==> config.mk <==
export PLATFORM = sky130hd
export DESIGN_NAME = key_mode_ctrl_flat
export DESIGN_NICKNAME = d
export VERILOG_FILES = /design/src/rtl/key_mode_ctrl_if.sv /design/src/rtl/key_mode_ctrl.sv /design/src/flat_wrapper.sv
export SDC_FILE = /design/constraint.sdc
export NUM_CORES = 1
export LEC_CHECK = 0
export ABC_AREA = 1
export BUFFER_PORTS_ARGS = -buffer_cell sky130_fd_sc_hd__buf_2
export CAP_MARGIN = 20
export CORE_MARGIN = 2
export CORE_UTILIZATION = 30
export CTS_CLUSTER_SIZE = 24
export DETAILED_ROUTE_END_ITERATION = 8
export GPL_TIMING_DRIVEN = 0
export PLACE_DENSITY_LB_ADDON = 0.25
export SETUP_SLACK_MARGIN = 0.02
export SLEW_MARGIN = 5
export SYNTH_ARGS = -nofsm -noshare
export SYNTH_HDL_FRONTEND = slang
export SYNTH_SLANG_ARGS = --single-unit
==> constraint.sdc <==
create_clock -name CLK_SYS -period 4.8 [get_ports CLK_SYS]
set_input_delay 0 -clock CLK_SYS [delete_from_list [all_inputs] [get_ports CLK_SYS]]
set_output_delay 0 -clock CLK_SYS [all_outputs]
set_load 0.1 [all_outputs]
==> src/rtl/key_mode_ctrl_if.sv <==
// key_mode_ctrl_if: groups the push-button input and the mode/event outputs.
//   KEY          raw button pin, 0 = pressed (driven by master)
//   key_level    debounced key state, 1 = pressed
//   short_press  one-cycle pulse on an accepted short press
//   long_press   one-cycle pulse when the hold time qualifies as long
//   mode         current pattern mode index
//   mode_changed one-cycle pulse whenever a press event writes mode
// Modports: master = board/pattern side, slave = key_mode_ctrl.
interface key_mode_ctrl_if #(
    parameter int unsigned MODE_W = 2
);
    logic              KEY;
    logic              key_level;
    logic              short_press;
    logic              long_press;
    logic [MODE_W-1:0] mode;
    logic              mode_changed;

    modport master (
        output KEY,
        input  key_level,
        input  short_press,
        input  long_press,
        input  mode,
        input  mode_changed
    );

    modport slave (
        input  KEY,
        output key_level,
        output short_press,
        output long_press,
        output mode,
        output mode_changed
    );
endinterface

==> src/rtl/key_mode_ctrl.sv <==
// key_mode_ctrl: debounces the active-low KEY button, classifies each press as
// short or long, and keeps the display/LED pattern mode index.
// Short press advances mode (wrapping at NUM_MODES-1); long press forces mode 0.
// Ports:
//   CLK_SYS  system clock (200 MHz)
//   nRST     asynchronous active-low reset
//   bus      key_mode_ctrl_if.slave: KEY in; key_level, short_press,
//            long_press, mode, mode_changed out (all registered)
module key_mode_ctrl #(
    parameter int unsigned DEBOUNCE_CYC = 4000000,
    parameter int unsigned LONG_CYC     = 200000000,
    parameter int unsigned NUM_MODES    = 4,
    parameter int unsigned MODE_W       = 2
) (
    input  logic           CLK_SYS,
    input  logic           nRST,
    key_mode_ctrl_if.slave bus
);

    localparam int unsigned CNT_W = $clog2(LONG_CYC);

    typedef logic [CNT_W-1:0]  cnt_t;
    typedef logic [MODE_W-1:0] mode_t;

    localparam cnt_t  DB_LAST   = cnt_t'(DEBOUNCE_CYC - 1);
    localparam cnt_t  LONG_LAST = cnt_t'(LONG_CYC - 1);
    localparam cnt_t  CNT_MAX   = '1;
    localparam mode_t MODE_LAST = mode_t'(NUM_MODES - 1);

    typedef enum logic [2:0] {
        StIdle,
        StPressDb,
        StHeld,
        StLongHeld,
        StRelDb
    } state_e;

    state_e state_q, state_d;
    logic   key_m_q, key_s_q;
    cnt_t   cnt_q, cnt_d, cnt_inc;
    logic   long_done_q, long_done_d;
    logic   level_q, level_d;
    logic   short_q, short_d;
    logic   long_q, long_d;
    logic   changed_q, changed_d;
    mode_t  mode_q, mode_d;

    // Counter saturates so it can never wrap back into a compare value.
    assign cnt_inc = (cnt_q == CNT_MAX) ? cnt_q : cnt_q + cnt_t'(1);

    // State register, synchronizer and all registered outputs.
    always_ff @(posedge CLK_SYS or negedge nRST) begin
        if (!nRST) begin
            // Synchronizer resets to "released" so a key held through reset
            // is seen as a fresh press afterwards.
            key_m_q     <= 1'b1;
            key_s_q     <= 1'b1;
            state_q     <= StIdle;
            cnt_q       <= '0;
            long_done_q <= 1'b0;
            level_q     <= 1'b0;
            short_q     <= 1'b0;
            long_q      <= 1'b0;
            changed_q   <= 1'b0;
            mode_q      <= '0;
        end else begin
            key_m_q     <= bus.KEY;
            key_s_q     <= key_m_q;
            state_q     <= state_d;
            cnt_q       <= cnt_d;
            long_done_q <= long_done_d;
            level_q     <= level_d;
            short_q     <= short_d;
            long_q      <= long_d;
            changed_q   <= changed_d;
            mode_q      <= mode_d;
        end
    end

    // Next-state logic.
    always_comb begin
        state_d = state_q;
        unique case (state_q)
            StIdle:     if (!key_s_q) state_d = StPressDb;
            StPressDb: begin
                if (key_s_q)                 state_d = StIdle;
                else if (cnt_q == DB_LAST)   state_d = StHeld;
            end
            StHeld: begin
                if (key_s_q)                 state_d = StRelDb;
                else if (cnt_q == LONG_LAST) state_d = StLongHeld;
            end
            StLongHeld: if (key_s_q) state_d = StRelDb;
            // Release bounce keeps us here; the long timer never resumes.
            StRelDb:    if (key_s_q && (cnt_q == DB_LAST)) state_d = StIdle;
            default:    state_d = StIdle;
        endcase
    end

    // Counter, level, mode and pulse next values.
    always_comb begin
        cnt_d       = cnt_q;
        long_done_d = long_done_q;
        level_d     = level_q;
        short_d     = 1'b0;
        long_d      = 1'b0;
        changed_d   = 1'b0;
        mode_d      = mode_q;
        unique case (state_q)
            StIdle: begin
                if (!key_s_q) cnt_d = '0;
            end
            StPressDb: begin
                if (!key_s_q) begin
                    if (cnt_q == DB_LAST) begin
                        cnt_d   = '0;
                        level_d = 1'b1;
                    end else begin
                        cnt_d = cnt_inc;
                    end
                end
            end
            StHeld: begin
                // Release wins over the long threshold on the same edge.
                if (key_s_q) begin
                    cnt_d       = '0;
                    long_done_d = 1'b0;
                end else if (cnt_q == LONG_LAST) begin
                    long_d    = 1'b1;
                    mode_d    = '0;
                    changed_d = 1'b1;
                end else begin
                    cnt_d = cnt_inc;
                end
            end
            StLongHeld: begin
                if (key_s_q) begin
                    cnt_d       = '0;
                    long_done_d = 1'b1;
                end
            end
            StRelDb: begin
                if (!key_s_q) begin
                    cnt_d = '0;
                end else if (cnt_q == DB_LAST) begin
                    cnt_d   = '0;
                    level_d = 1'b0;
                    if (!long_done_q) begin
                        short_d   = 1'b1;
                        changed_d = 1'b1;
                        mode_d    = (mode_q == MODE_LAST) ? '0 : mode_q + mode_t'(1);
                    end
                end else begin
                    cnt_d = cnt_inc;
                end
            end
            default: ;
        endcase
    end

    assign bus.key_level    = level_q;
    assign bus.short_press  = short_q;
    assign bus.long_press   = long_q;
    assign bus.mode         = mode_q;
    assign bus.mode_changed = changed_q;

endmodule
==> src/flat_wrapper.sv <==
// flat-port wrapper written by rule: the top's interface ports become plain ports
module key_mode_ctrl_flat 
#(
    parameter int unsigned DEBOUNCE_CYC = 4000000,
    parameter int unsigned LONG_CYC     = 200000000,
    parameter int unsigned NUM_MODES    = 4,
    parameter int unsigned MODE_W       = 2
)
  (CLK_SYS, nRST, bus_KEY, bus_key_level, bus_short_press, bus_long_press, bus_mode, bus_mode_changed);
  key_mode_ctrl_if #(.MODE_W(MODE_W)) bus_i ();
  input  logic CLK_SYS;
  input  logic nRST;
  input wire logic [$bits(bus_i.KEY)-1:0] bus_KEY;
  output wire logic [$bits(bus_i.key_level)-1:0] bus_key_level;
  output wire logic [$bits(bus_i.short_press)-1:0] bus_short_press;
  output wire logic [$bits(bus_i.long_press)-1:0] bus_long_press;
  output wire logic [$bits(bus_i.mode)-1:0] bus_mode;
  output wire logic [$bits(bus_i.mode_changed)-1:0] bus_mode_changed;
  assign bus_i.KEY = bus_KEY;
  assign bus_key_level = bus_i.key_level;
  assign bus_short_press = bus_i.short_press;
  assign bus_long_press = bus_i.long_press;
  assign bus_mode = bus_i.mode;
  assign bus_mode_changed = bus_i.mode_changed;
  key_mode_ctrl #(.DEBOUNCE_CYC(DEBOUNCE_CYC), .LONG_CYC(LONG_CYC), .NUM_MODES(NUM_MODES), .MODE_W(MODE_W)) u_core (.CLK_SYS(CLK_SYS), .nRST(nRST), .bus(bus_i));
endmodule
# [Word level (Yosys, flattened, before mapping)]
# Cells that the tools add are included.
[totals] input_bits=3 regBits=40 output_inout_bits=6 word_cells=85
[op_classes] reduce_logical=11 mux=40 n_addsub=2 n_eq_ne=22
[op_table] operator="28-bit 2-to-1 mux" n=8
[op_table] operator="28-bit case mux with 5 select lines" n=1
[op_table] operator="28-bit equality test (second input constant)" n=2
[op_table] operator="28-bit by 1-bit adder with 28-bit output (second input constant)" n=1
[op_table] operator="28-bit by 22-bit equality test with 1-bit output (second input constant)" n=1
[op_table] operator="3-bit 2-to-1 mux" n=7
[op_table] operator="3-bit case mux with 5 select lines" n=1
[op_table] operator="5-bit AND reduction" n=3
[op_table] operator="2-bit by 1-bit != test with 1-bit output (second input constant)" n=7
[op_table] operator="1-bit 2-to-1 mux" n=13
[op_table] operator="2-bit 2-to-1 mux" n=6
[op_table] operator="2-bit != test (second input constant)" n=4
[op_table] operator="3-bit by 2-bit equality test with 1-bit output (second input constant)" n=2
[op_table] operator="3-bit by 1-bit != test with 1-bit output (second input constant)" n=2
[op_table] operator="1-bit case mux with 2 select lines" n=3
[op_table] operator="6-bit AND reduction" n=1
[op_table] operator="2-bit nonzero test" n=3
[op_table] operator="5-bit nonzero test" n=1
[op_table] operator="2-bit case mux with 2 select lines" n=1
[op_table] operator="3-bit by 1-bit equality test with 1-bit output (second input constant)" n=1
[op_table] operator="3-bit equality test (second input constant)" n=1
[op_table] operator="3-bit zero test" n=1
[op_table] operator="3-bit by 2-bit != test with 1-bit output (second input constant)" n=1
[op_table] operator="3-bit AND reduction" n=1
[op_table] operator="3 further kinds" n=3

# [Longest topological paths before layout]
[depth] word_depth=6 ltp_mapped=13 mapped_depth_nobuf=12

# [Worst setup path before layout]
# OpenSTA, ideal clock, no wires.
[synth_timing] path_kind="reg2reg" from="register u_core.cnt_q[0]" to="register u_core.cnt_q[17]" required_ns=4.683 path_buffers=2 slack_ns=3.021 setup_time_ns=0.117 period_less_slack_ns=1.779 stages_incl_launch_ff=13 t_arrival_ns=1.662 path_cell_list="dfrtp_1 -> ha_1 -> inv_1 -> nor2_4 -> nand2_2 -> nor2_4 -> nand3_4 -> nand2_4 -> nor2_4 -> buf_6 -> buf_8 -> a21oi_2 -> nor2_1"
[synth_via] elab_chain_cells=5 word_cells_on_any_way=13 classes_between="add/sub: 1; eq/ne: 4; mux: 7; reduce/logical: 1"
[synth_lines] item="start, declared" line_no="key_mode_ctrl.sv:40" text="cnt_t cnt_q, cnt_d, cnt_inc;"
[synth_lines] item="start signal, assigned" line_no="key_mode_ctrl.sv:70" text="cnt_q <= cnt_d;"
[synth_lines] item="28-bit by 1-bit adder with 28-bit output or 28-bit equality test (tied branches)" line_no="key_mode_ctrl.sv:49" text="assign cnt_inc = (cnt_q == CNT_MAX) ? cnt_q : cnt_q + cnt_t'(1);"
[synth_lines] item="28-bit 2-to-1 mux" line_no="key_mode_ctrl.sv:49"
[synth_lines] item="28-bit 2-to-1 mux (on tied branches)" line_no="key_mode_ctrl.sv:115, key_mode_ctrl.sv:145, key_mode_ctrl.sv:128"
[synth_lines] item="28-bit 2-to-1 mux (on tied branches)" line_no="key_mode_ctrl.sv:143, key_mode_ctrl.sv:114, key_mode_ctrl.sv:125"
[synth_lines] item="28-bit case mux with 5 select lines" line_no="key_mode_ctrl.sv:109" text="unique case (state_q)"
# Parallel ways exist; a longest one is shown, timed or not. The select of a mux whose other input is x is not followed.
# A chain may end at the register's enable or synchronous reset.

# [Final worst setup path]
[layout_timing] from="register u_core.cnt_q[0]" to="register u_core.cnt_q[14]"
# The elaborated chain is that of the path after synthesis.

==> flow_summary_export.csv <==
group,metric,value,unit
synthesis,ys_top_cells_by_area,"dfrtp_1 (35%), nand2_1 (15%), nor2_1 (10%)",
detailed_routing,avgRoutedWirePerCell,12.9,um
setup_path,setup.worst_path.start_class,"flop",
global_route,grt_pass1_vias,2616,
setup_path,crit_chain,"ha_1 -> inv_1 -> nor2_4 -> nand2_2 -> nor2_1 -> nand2_1 -> nand2_1 -> nand3_2 -> buf_2 -> o21ai_1 -> nor2_1",
floorplanning,die_y,99.6,um
flow_run,max_cap_viol_count,0,
synthesis,yosysTopAreaCellShare,34.7,%
clock_network,cts_tree,"done",
power,peakVddDrop,0.266,mV
clock_network,clock_latency,0.29,ns
floorplanning,dieArea,0.00993,mm2
synthesis,synth_cells,405,
detailed_routing,route.detailed.drc,0,
clock_network,htree_levels,2,
floorplanning,ios,9,
setup_path,critPathBufInv,2,
floorplanning,core.rowCount,34,
power,power.density,403,mW/mm2
final_layout,syn_to_final_growth,10.1,%
sta,timing.final.crit_share,45.1,%
synthesis,synth.cell_area,0.00274,mm2
sta,hold_viol_final,0,
detailed_routing,dr_total_vias,2583,
setup_path,cp.arrival,2.35,ns
global_route,gr-total-overflow,0,
status,status,"complete, no violations",
detailed_routing,viasPerCell,4.86,
final_layout,fill_cells,948,
min_path,hold_path_class,"primary input to flop",
detailed_routing,drt-initial-drc-count,123,
clock_network,cts_buffers,5,
setup_path,slowest_delay,0.40,ns
synthesis,ys_warn_count,0,
global_route,antenna_found_initial,0,
sta,maxSlewViolCount,0,
sta,setup_ws,2.64,ns
sta,fin_skew,0.00619,ns
final_layout,drive_gt1_share,13.9,%
synthesis,syn_nets,410,
sta,tightestPinTransition,0.936,ns
place,place_congestion,0.952,
detailed_routing,first_pass_iters,4,
global_route,grt_usage,15.3,%
synthesis,yosysTopAreaCell,"dfrtp_1",
setup_path,crit_required,4.99,ns
place,hpwlAfterDp,5.11,mm
clock_network,numClockSinks,40,
sta,layout_min_cycle_time,2.16,ns
place,dp_slack,2.70,ns
floorplanning,core_area,0.00881,mm2
final_layout,n_antenna_cell,0,
final_layout,stdcell_count,531,
clock_network,post_cts_buffers,0,
clock_network,clkTransAtPathRegs,0.08,ns
detailed_routing,drt.antenna.violating_nets,0,
setup_path,critPathMaxFanout,10,
place,dp.cells,521,
power,p_leak,1.36,nW
sta,max_freq,0.462,GHz
setup_path,crit_type,"flop to flop",
clock_network,clockBufferDepth,2,
synthesis,yosysSeqAreaShare,36.6,%
setup_path,crit_slowest_cell,"dfrtp_1",
detailed_routing,drt-total-wl,6.83,mm
global_route,grt_first_pass_wirelength,12.4,mm
setup_path,cp_top_family,"simple AND/OR/NAND/NOR gates",
sta,maxSlewHeadroom,37.6,%
synthesis,syn_area_per_cell,6.78,um2
synthesis,yosys.cell_types.count,32,
floorplanning,start_util,31.2,%
sta,fin_tns_setup,0,ns
global_route,grt_max_degree,41,
setup_path,end_kind,"flop",
synthesis,yosys_register_bits,40,
sta,setup_viol_count_final,0,
final_layout,num-nets-final,427,
floorplanning,die_w,99.6,um
place,portBuffers,8,
clock_network,cts_root_buf,"clkbuf_8",
sta,rsz0062_at_grt,"no",
setup_path,r2r_setup_slack,2.64,ns
## flip-flops by register name, summed over array words and instances, names as in the netlist
register / count
u_core.bus.key_level: 1
u_core.bus.long_press: 1
u_core.bus.mode: 2
u_core.bus.mode_changed: 1
u_core.bus.short_press: 1
u_core.cnt_q: 28
u_core.key_m_q: 1
u_core.key_s_q: 1
u_core.long_done_q: 1
u_core.state_q: 3
## stage by stage
step                total power [mW]  utilization, %  instance area [um2]  hold WS (ns)
global route                    1.33            34.3                 3020         0.343
finish                          1.22            34.3                 3020         0.350
detailed placement             0.996            33.1                 2920         0.111
floorplan                      0.850               -                 2740        -0.296
global placement               0.992            33.1                 2920         0.106
CTS                             1.23            34.3                 3020         0.338
## path summary, 6_finish.rpt
check / startpoint / end / depth (start not counted)
max: u_core.cnt_q[0] / u_core.cnt_q[14] / 11
min: bus_KEY / u_core.key_m_q / 2
max reg2reg: u_core.cnt_q[0] / u_core.cnt_q[14] / 11
min reg2reg: u_core.key_m_q / u_core.key_s_q / 0
min in group asynchronous: nRST / u_core.cnt_q[0] / 2
max in group asynchronous: nRST / u_core.cnt_q[26] / 2
## final cells by class
class	count	area, um2	area share [%]
Sequential cell	40	1000	33.2
Clock inverter	1	5.00	0.166
Buffer	8	55.1	1.82
Clock buffer	7	76.3	2.53
Timing Repair Buffer	10	60.1	1.99
Multi-Input combinational cell	305	1490	49.3
Inverter	52	195	6.46
Tap cell	108	135	4.47
## placed cells by master (no fill, tap or decap), drive strengths merged, types with 9 or more instances in the layout
master,count
nor3,12
buf,14
nand4,14
nand3,37
a21oi,16
inv,52
clkbuf,9
nand2,115
dfrtp,38
o21ai,15
nor2,86
## cell families (layout without fill, tap and decap cells)
kind of cell,Yosys count,in the layout,synth area share [%]
buffers and inverters,60,78,9.12
AOI/OAI and AO/OA,34,34,7.71
DFF,40,40,36.6
adders and majority gates,2,2,0.912
and+or+nand+nor,267,267,45.1
xor gates and xnor gates,2,2,0.639
## routing by layer
layer  GRT usage (%)  up-vias  part of all wire (%)
met5               0        -                     0
li1                -     1324                     -
met2            25.2       34                    46
met3            2.74        6                   3.3
met1            20.8     1219                    50
met4            4.21        0                  0.92
## power breakdown
group          internal (mW)  total (mW)  switching (mW)
clock network          0.102       0.225           0.123
registers              0.369       0.396          0.0268
logic                  0.178       0.597           0.419
## repair_timing
item,4_1_cts,5_1_grt
endpoints found under the hold margin,39,0
gates resized for setup,0,0
hold buffers,2,0
setup endpoints to repair,0,0
## cell usage after synthesis
| library cell | count |
|---|---|
| buf_6 | 1 |
| dfrtp_1 | 38 |
| nand4_1 | 14 |
| nand2_4 | 1 |
| nand3_1 | 32 |
| dfstp_2 | 2 |
| nor3_1 | 12 |
| inv_1 | 48 |
| nand2_1 | 109 |
| nand3b_1 | 1 |
| o21ai_1 | 3 |
| clkbuf_2 | 1 |
| nand3_2 | 4 |
| o21ai_0 | 12 |
| a22oi_1 | 1 |
| buf_2 | 4 |
| o221ai_1 | 1 |
| nor2_4 | 9 |
| clkbuf_1 | 1 |
| nor2_2 | 3 |
| o22ai_1 | 1 |
| a21oi_1 | 7 |
| nand3_4 | 1 |
| xor2_1 | 2 |
| nor3b_1 | 1 |
| inv_2 | 4 |
| and2_1 | 1 |
| nor2_1 | 74 |
| nand2_2 | 5 |
| ha_1 | 2 |
| buf_8 | 1 |
| a21oi_2 | 9 |
Power figures use the tool's default switching activity.
